**config.mk**
```make
export PLATFORM = sky130hd
export DESIGN_NAME = pers_dispatch_flat
export DESIGN_NICKNAME = d
export VERILOG_FILES = /design/src/rtl/pers_dispatch_pkg.sv /design/src/rtl/pers_dispatch_if.sv /design/src/rtl/pers_dispatch_aeg_regfile.sv /design/src/rtl/pers_dispatch.sv /design/src/flat_wrapper.sv
export SDC_FILE = /design/constraint.sdc
export NUM_CORES = 2
export LEC_CHECK = 0
export CORE_AREA = 2 2 509 511
export CTS_CLUSTER_DIAMETER = 150
export DETAILED_ROUTE_END_ITERATION = 8
export DIE_AREA = 0 0 511 513
export HOLD_SLACK_MARGIN = 0.05
export SYNTH_ARGS = -nofsm -noshare
export SYNTH_HDL_FRONTEND = slang
export SYNTH_SLANG_ARGS = --single-unit
```
**constraint.sdc**
```tcl
create_clock -name clk -period 15.1 [get_ports clk]
set_clock_uncertainty 0.2 [all_clocks]
set_input_delay 3.02 -clock clk [delete_from_list [all_inputs] [get_ports clk]]
set_output_delay 3.02 -clock clk [all_outputs]
set_load 0.01 [all_outputs]
```
**src/rtl/pers_dispatch_pkg.sv**
```systemverilog
// Shared types and constants for the Wolverine personality dispatch controller.
package pers_dispatch_pkg;
  typedef enum logic [1:0] {
    ST_IDLE = 2'd0,
    ST_RUN  = 2'd1,
    ST_DONE = 2'd2
  } state_t;

  localparam int EXC_W         = 16;
  localparam int EXC_UNIMPL    = 0;
  localparam int EXC_IDX_RANGE = 1;
  localparam int EXC_WR_BUSY   = 2;

  localparam logic [4:0] START_OP_DEF = 5'd0;
endpackage

```
**src/rtl/pers_dispatch_if.sv**
```systemverilog
// Host dispatch port: instruction issue, AEG access, and status/return signals.
interface pers_dispatch_if;
  logic        disp_inst_vld;
  logic [4:0]  disp_inst;
  logic [17:0] disp_aeg_idx;
  logic        disp_aeg_rd;
  logic        disp_aeg_wr;
  logic [63:0] disp_aeg_wr_data;
  logic [17:0] disp_aeg_cnt;
  logic [15:0] disp_exception;
  logic        disp_idle;
  logic        disp_rtn_data_vld;
  logic [63:0] disp_rtn_data;
  logic        disp_stall;

  modport master (
    output disp_inst_vld, disp_inst, disp_aeg_idx, disp_aeg_rd, disp_aeg_wr, disp_aeg_wr_data,
    input  disp_aeg_cnt, disp_exception, disp_idle, disp_rtn_data_vld, disp_rtn_data, disp_stall
  );

  modport slave (
    input  disp_inst_vld, disp_inst, disp_aeg_idx, disp_aeg_rd, disp_aeg_wr, disp_aeg_wr_data,
    output disp_aeg_cnt, disp_exception, disp_idle, disp_rtn_data_vld, disp_rtn_data, disp_stall
  );
endinterface

```
**src/rtl/pers_dispatch_aeg_regfile.sv**
```systemverilog
// AEG register file: three prioritised write ports, one registered read port,
// and a flattened view of every register.
module aeg_regfile #(
  parameter int NUM_AEG = 16,
  parameter int CYC_AEG = NUM_AEG - 1,
  localparam int AW = $clog2(NUM_AEG)
) (
  input  logic                  clk,
  input  logic                  rst,
  input  logic                  host_wr,
  input  logic [AW-1:0]         host_idx,
  input  logic [63:0]           host_data,
  input  logic                  rslt_wr,
  input  logic [AW-1:0]         rslt_idx,
  input  logic [63:0]           rslt_data,
  input  logic                  cyc_wr,
  input  logic [63:0]           cyc_data,
  input  logic                  rd,
  input  logic                  rd_ok,
  input  logic [AW-1:0]         rd_idx,
  output logic                  rtn_vld,
  output logic [63:0]           rtn_data,
  output logic [NUM_AEG*64-1:0] aeg_out
);
  logic [63:0] aeg [NUM_AEG];

  // Cycle-count write beats unit result, which beats the host write.
  always_ff @(posedge clk) begin
    if (rst) begin
      for (int i = 0; i < NUM_AEG; i++) aeg[i] <= '0;
      rtn_vld  <= 1'b0;
      rtn_data <= '0;
    end else begin
      rtn_vld  <= rd;
      rtn_data <= (rd && rd_ok) ? aeg[rd_idx] : '0;
      for (int i = 0; i < NUM_AEG; i++) begin
        if (cyc_wr && i == CYC_AEG)                aeg[i] <= cyc_data;
        else if (rslt_wr && rslt_idx == AW'(i))    aeg[i] <= rslt_data;
        else if (host_wr && host_idx == AW'(i))    aeg[i] <= host_data;
      end
    end
  end

  for (genvar g = 0; g < NUM_AEG; g++) begin : g_flat
    assign aeg_out[64*g +: 64] = aeg[g];
  end
endmodule

```
**src/rtl/pers_dispatch.sv**
```systemverilog
// Dispatch controller: decodes host instructions, launches and tracks the
// processing units, counts run cycles and reports exceptions.
module pers_dispatch
  import pers_dispatch_pkg::*;
#(
  parameter int         NUM_AEG   = 16,
  parameter int         NUM_UNITS = 1,
  parameter logic [4:0] START_OP  = START_OP_DEF,
  parameter int         CYC_AEG   = NUM_AEG - 1,
  localparam int        AW        = $clog2(NUM_AEG)
) (
  input  logic                  clk,
  input  logic                  i_reset,
  pers_dispatch_if.slave        disp,
  output logic [NUM_UNITS-1:0]  unit_start,
  input  logic [NUM_UNITS-1:0]  unit_done,
  output logic [NUM_AEG*64-1:0] aeg_out,
  input  logic                  rslt_wr_vld,
  input  logic [AW-1:0]         rslt_wr_idx,
  input  logic [63:0]           rslt_wr_data
);
  state_t               state, state_nxt;
  logic [63:0]          cyc_cnt;
  logic [NUM_UNITS-1:0] done_mask;
  logic [EXC_W-1:0]     exc;
  logic                 idle, stall;
  logic                 start_acc, cyc_wr;

  logic is_start, idx_ok, host_wr;
  assign is_start = disp.disp_inst_vld && (disp.disp_inst == START_OP);
  assign idx_ok   = disp.disp_aeg_idx < 18'(NUM_AEG);
  assign host_wr  = disp.disp_aeg_wr && idx_ok && (state == ST_IDLE);

  always_comb begin
    state_nxt = state;
    start_acc = 1'b0;
    cyc_wr    = 1'b0;
    case (state)
      ST_IDLE: if (is_start) begin
        state_nxt = ST_RUN;
        start_acc = 1'b1;
      end
      ST_RUN:  if (&(done_mask | unit_done)) state_nxt = ST_DONE;
      ST_DONE: begin
        state_nxt = ST_IDLE;
        cyc_wr    = 1'b1;
      end
      default: state_nxt = ST_IDLE;
    endcase
  end

  // Status outputs follow the next state so they change on the same edge as state.
  always_ff @(posedge clk) begin
    if (i_reset) begin
      state      <= ST_IDLE;
      cyc_cnt    <= '0;
      done_mask  <= '0;
      unit_start <= '0;
      exc        <= '0;
      idle       <= 1'b1;
      stall      <= 1'b0;
    end else begin
      state      <= state_nxt;
      unit_start <= {NUM_UNITS{start_acc}};
      idle       <= (state_nxt == ST_IDLE);
      stall      <= (state_nxt != ST_IDLE);
      if (start_acc) begin
        cyc_cnt   <= '0;
        done_mask <= '0;
      end else if (state == ST_RUN) begin
        if (cyc_cnt != '1) cyc_cnt <= cyc_cnt + 64'd1;
        done_mask <= done_mask | unit_done;
      end
      exc                <= '0;
      exc[EXC_UNIMPL]    <= disp.disp_inst_vld && !(is_start && state == ST_IDLE);
      exc[EXC_IDX_RANGE] <= (disp.disp_aeg_rd || disp.disp_aeg_wr) && !idx_ok;
      exc[EXC_WR_BUSY]   <= disp.disp_aeg_wr && idx_ok && (state != ST_IDLE);
    end
  end

  assign disp.disp_aeg_cnt   = 18'(NUM_AEG);
  assign disp.disp_exception = exc;
  assign disp.disp_idle      = idle;
  assign disp.disp_stall     = stall;

  aeg_regfile #(.NUM_AEG(NUM_AEG), .CYC_AEG(CYC_AEG)) u_regfile (
    .clk       (clk),
    .rst       (i_reset),
    .host_wr   (host_wr),
    .host_idx  (disp.disp_aeg_idx[AW-1:0]),
    .host_data (disp.disp_aeg_wr_data),
    .rslt_wr   (rslt_wr_vld),
    .rslt_idx  (rslt_wr_idx),
    .rslt_data (rslt_wr_data),
    .cyc_wr    (cyc_wr),
    .cyc_data  (cyc_cnt),
    .rd        (disp.disp_aeg_rd),
    .rd_ok     (idx_ok),
    .rd_idx    (disp.disp_aeg_idx[AW-1:0]),
    .rtn_vld   (disp.disp_rtn_data_vld),
    .rtn_data  (disp.disp_rtn_data),
    .aeg_out   (aeg_out)
  );
endmodule

```
**src/flat_wrapper.sv**
```systemverilog
// flat-port wrapper written by rule: the top's interface ports become plain ports
module pers_dispatch_flat import pers_dispatch_pkg::*;
#(
  parameter int         NUM_AEG   = 16,
  parameter int         NUM_UNITS = 1,
  parameter logic [4:0] START_OP  = START_OP_DEF,
  parameter int         CYC_AEG   = NUM_AEG - 1,
  localparam int        AW        = $clog2(NUM_AEG)
)
  (clk, i_reset, unit_start, unit_done, aeg_out, rslt_wr_vld, rslt_wr_idx, rslt_wr_data, disp_disp_inst_vld, disp_disp_inst, disp_disp_aeg_idx, disp_disp_aeg_rd, disp_disp_aeg_wr, disp_disp_aeg_wr_data, disp_disp_aeg_cnt, disp_disp_exception, disp_disp_idle, disp_disp_rtn_data_vld, disp_disp_rtn_data, disp_disp_stall);
  pers_dispatch_if disp_i ();
  input  logic clk;
  input  logic i_reset;
  output logic [NUM_UNITS-1:0] unit_start;
  input  logic [NUM_UNITS-1:0] unit_done;
  output logic [NUM_AEG*64-1:0] aeg_out;
  input  logic rslt_wr_vld;
  input  logic [AW-1:0] rslt_wr_idx;
  input  logic [63:0] rslt_wr_data;
  input wire logic [$bits(disp_i.disp_inst_vld)-1:0] disp_disp_inst_vld;
  input wire logic [$bits(disp_i.disp_inst)-1:0] disp_disp_inst;
  input wire logic [$bits(disp_i.disp_aeg_idx)-1:0] disp_disp_aeg_idx;
  input wire logic [$bits(disp_i.disp_aeg_rd)-1:0] disp_disp_aeg_rd;
  input wire logic [$bits(disp_i.disp_aeg_wr)-1:0] disp_disp_aeg_wr;
  input wire logic [$bits(disp_i.disp_aeg_wr_data)-1:0] disp_disp_aeg_wr_data;
  output wire logic [$bits(disp_i.disp_aeg_cnt)-1:0] disp_disp_aeg_cnt;
  output wire logic [$bits(disp_i.disp_exception)-1:0] disp_disp_exception;
  output wire logic [$bits(disp_i.disp_idle)-1:0] disp_disp_idle;
  output wire logic [$bits(disp_i.disp_rtn_data_vld)-1:0] disp_disp_rtn_data_vld;
  output wire logic [$bits(disp_i.disp_rtn_data)-1:0] disp_disp_rtn_data;
  output wire logic [$bits(disp_i.disp_stall)-1:0] disp_disp_stall;
  assign disp_i.disp_inst_vld = disp_disp_inst_vld;
  assign disp_i.disp_inst = disp_disp_inst;
  assign disp_i.disp_aeg_idx = disp_disp_aeg_idx;
  assign disp_i.disp_aeg_rd = disp_disp_aeg_rd;
  assign disp_i.disp_aeg_wr = disp_disp_aeg_wr;
  assign disp_i.disp_aeg_wr_data = disp_disp_aeg_wr_data;
  assign disp_disp_aeg_cnt = disp_i.disp_aeg_cnt;
  assign disp_disp_exception = disp_i.disp_exception;
  assign disp_disp_idle = disp_i.disp_idle;
  assign disp_disp_rtn_data_vld = disp_i.disp_rtn_data_vld;
  assign disp_disp_rtn_data = disp_i.disp_rtn_data;
  assign disp_disp_stall = disp_i.disp_stall;
  pers_dispatch #(.NUM_AEG(NUM_AEG), .NUM_UNITS(NUM_UNITS), .START_OP(START_OP), .CYC_AEG(CYC_AEG)) u_core (.clk(clk), .i_reset(i_reset), .disp(disp_i), .unit_start(unit_start), .unit_done(unit_done), .aeg_out(aeg_out), .rslt_wr_vld(rslt_wr_vld), .rslt_wr_idx(rslt_wr_idx), .rslt_wr_data(rslt_wr_data));
endmodule
```
==> out/results.tsv <==
metric	value	unit
cap_violations	0	
clkTransAtPathRegs	0.06	ns
ys.warnings.count	0	
cts_tree	built	
criticalPathCategory	input pin to flop	
rr_startpoint	u_core.state[1]$_SDFF_PP0_	
peakVddDrop	0.102	mV
min_path_cells	2	
areaGrowthSynthToFinish	36.3	%
numCtsBuffers	142	
slew-limit-headroom	8.11	%
clk_latency	0.79	ns
synth-main-ff-cell	edfxtp_1	
cts_setup_buffers	0	
whs	0.281	ns
grt_pass1_vias	44800	
placementRows	186	
groute.usage.overall	24.9	%
synth-edff-count	1024	
synthTopCellsByCount	edfxtp_1, a22o_1, nand2_1	
yosysTopAreaCell	edfxtp_1	
syn_inst	4127	
num_vias	47300	
drt-initial-drc-count	6532	
place.gp.congestion	0.905	
min_period_over_period	51.2	%
drv_slew	0	
max_freq	0.129	GHz
start_util	22.2	%
tightest_slew	1.37	ns
ios	1288	
setup_violations	0	
synthMostInstantiatedCell	edfxtp_1	
r2r-end	u_core.u_regfile.aeg[4][52]$_SDFFCE_PN0P_	
critPathRequiredTime	15.29	ns
path_common_cell	buf_4	
hold_viol	0	
path_cells	clkdlybuf4s50_1, nor4_1, and4_4, nand3_2, nor4b_2, buf_4, or3_4, buf_4	
dieArea	262000	um2
drt-wirelength-per-cell	39.1	um
cpMaxStageDelayCell	buf_4	
drcViolationCount	0	
path_buf_inv	3	
crit_path_end_kind	flop	
die_w	511	um
rsz0062_at_grt	false	
antenna_left	0	
die_h	513	um
min_path_type	flop to flop	
clk_path_buf_depth	3	
outcome	complete, no violations	
grt_pass1_wl	442000	um
synthArstFlopShare	0	%
crit_fanout	66	
drive_gt1_share	13.7	%
syn_area	56900	um2
whs_endpoint	u_core.done_mask$_SDFFE_PP0N_	
cts_resized	0	
firstDrtPassIters	6	
ys_seq_area_share	58.9	%
cpLargestDelayFamily	simple AND/OR/NAND/NOR gates	
synth_top_area_share	54.1	%
arrival	7.92	ns
critPathLaunchType	input pin	
max_stage_delay	0.79	ns
syn_avg_cell_area	13.8	um2
ys_seq_elements	1162	
setup-tns-final	0	ns
post-route-min-period	7.73	ns
grt-ovfl-total	0	
holdBufCountCts	0	
synth_cell_types	63	
synth_area_leaders	edfxtp_1, mux4_2, a22o_1, dfxtp_1, nand2_1	
reg2reg_depth	6	
grt_max_degree	126	
hpwl	246000	um
reg2reg_slack	9.93	ns
cts_root_buf	clkbuf_16	
routed_via_density	5.45	
htree_levels	4	
fin_nets	5325	
power.leakage	0.0263	uW
antenna_found_initial	66	
fillers	25500	
wl	339000	um
io_buffer_count	1256	
p_per_area	111	nW/um2
core_region_area	256000	um2
clock-sinks	1162	
hold_start	u_core.done_mask$_SDFFE_PP0N_	
-- sequential cells by signal, summed over array words and instances, names as in the netlist --
register	cells
u_core.u_regfile.aeg	1024
u_core.cyc_cnt	64
u_core.u_regfile.rtn_data	64
u_core.disp.disp_exception	3
u_core.state	2
u_core.disp.disp_idle	1
u_core.disp.disp_stall	1
u_core.done_mask	1
u_core.u_regfile.rtn_vld	1
u_core.unit_start	1
-- per-stage QoR --
step / util [%] / total power, uW / instance area [um2] / setup WS (ns) / std cells
finish: 30.2 / 8630 / 77500 / 7.37 / 8686
global route: 30.2 / 8830 / 77500 / 7.22 / 8668
CTS: 30.2 / 8670 / 77400 / 7.36 / 8664
detailed placement: 28.4 / 5160 / 72700 / 6.52 / 8402
global placement: 28.4 / 5150 / 72700 / 6.50 / 8402
floorplan: - / 4340 / 57000 / 5.68 / 4156
-- worst min-delay path, cell delays in order (launching register included) --
cell and delay, ns:
dfxtp_1 0.33, a21oi_1 0.04, nor2_1 0.07
-- metal layers --
| metal | wire (um) | part of all wire, % | track usage, % |
|---|---|---|---|
| met5 | 176 | 0.052 | 0 |
| met4 | 20300 | 6.0 | 12.4 |
| met3 | 37500 | 11 | 8.07 |
| met2 | 157000 | 46 | 40.4 |
| met1 | 124000 | 37 | 29.5 |
-- report_power, final --
| part | switching [uW] | total, uW | internal (uW) |
|---|---|---|---|
| logic | 653 | 1200 | 547 |
| registers | 201 | 3910 | 3710 |
| clock network | 1510 | 3520 | 2010 |
-- cell usage in the layout, fill, tap and decap left out, types with 32 or more instances in the layout --
| cell type | synthesis | routed |
|---|---|---|
| clkdlybuf4s50_1 | 0 | 1251 |
| edfxtp_1 | 1024 | 1024 |
| a22o_1 | 639 | 639 |
| nand2_1 | 427 | 427 |
| mux4_2 | 320 | 320 |
| o21ai_0 | 282 | 273 |
| clkbuf_16 | 0 | 144 |
| dfxtp_1 | 138 | 138 |
| buf_4 | 33 | 104 |
| a21oi_1 | 103 | 103 |
| nor2_1 | 79 | 78 |
| and3_1 | 74 | 74 |
| inv_1 | 73 | 73 |
| nand2b_1 | 72 | 71 |
| mux2i_1 | 65 | 65 |
| mux2_1 | 45 | 45 |
| nand3_1 | 32 | 32 |
-- worst max-delay path by stage --
| stage | depth (start not counted) | start | end |
|---|---|---|---|
| final | 8 | disp_disp_aeg_idx[17] | u_core.u_regfile.aeg[4][52]$_SDFFCE_PN0P_ |
| after global routing | 8 | disp_disp_aeg_idx[17] | u_core.u_regfile.aeg[4][52]$_SDFFCE_PN0P_ |
| after CTS | 8 | disp_disp_aeg_idx[17] | u_core.u_regfile.aeg[4][52]$_SDFFCE_PN0P_ |
| after detailed placement | 8 | disp_disp_aeg_idx[9] | u_core.u_regfile.aeg[4][52]$_SDFFCE_PN0P_ |
| after global placement | 8 | disp_disp_aeg_idx[17] | u_core.u_regfile.aeg[4][52]$_SDFFCE_PN0P_ |
| after floorplan | 5 | disp_disp_aeg_idx[9] | u_core.u_regfile.aeg[0][0]$_SDFFCE_PN0P_ |
-- logic make-up after synthesis --
logic type / Yosys count / share of synthesized area [%]
flops: 1162 / 58.9
compound gates: 1067 / 13.8
simple gates: 846 / 7.33
buf+inv: 575 / 4.42
mux: 449 / 15.1
xor+xnor: 25 / 0.385
other cells: 2 / 0.0132
fa+ha+maj: 1 / 0.0220
-- layout make-up --
class	instances	area, um2	share of cell area, %
Clock buffer	175	3740	4.83
Multi-Input combinational cell	2419	21300	27.4
Tap cell	3384	4230	5.46
Timing Repair Buffer	1364	13500	17.4
Inverter	73	274	0.354
Sequential cell	1162	33500	43.2
Antenna cell	22	55.1	0.0710
Clock inverter	87	958	1.24
Power figures use the tool's default switching activity.
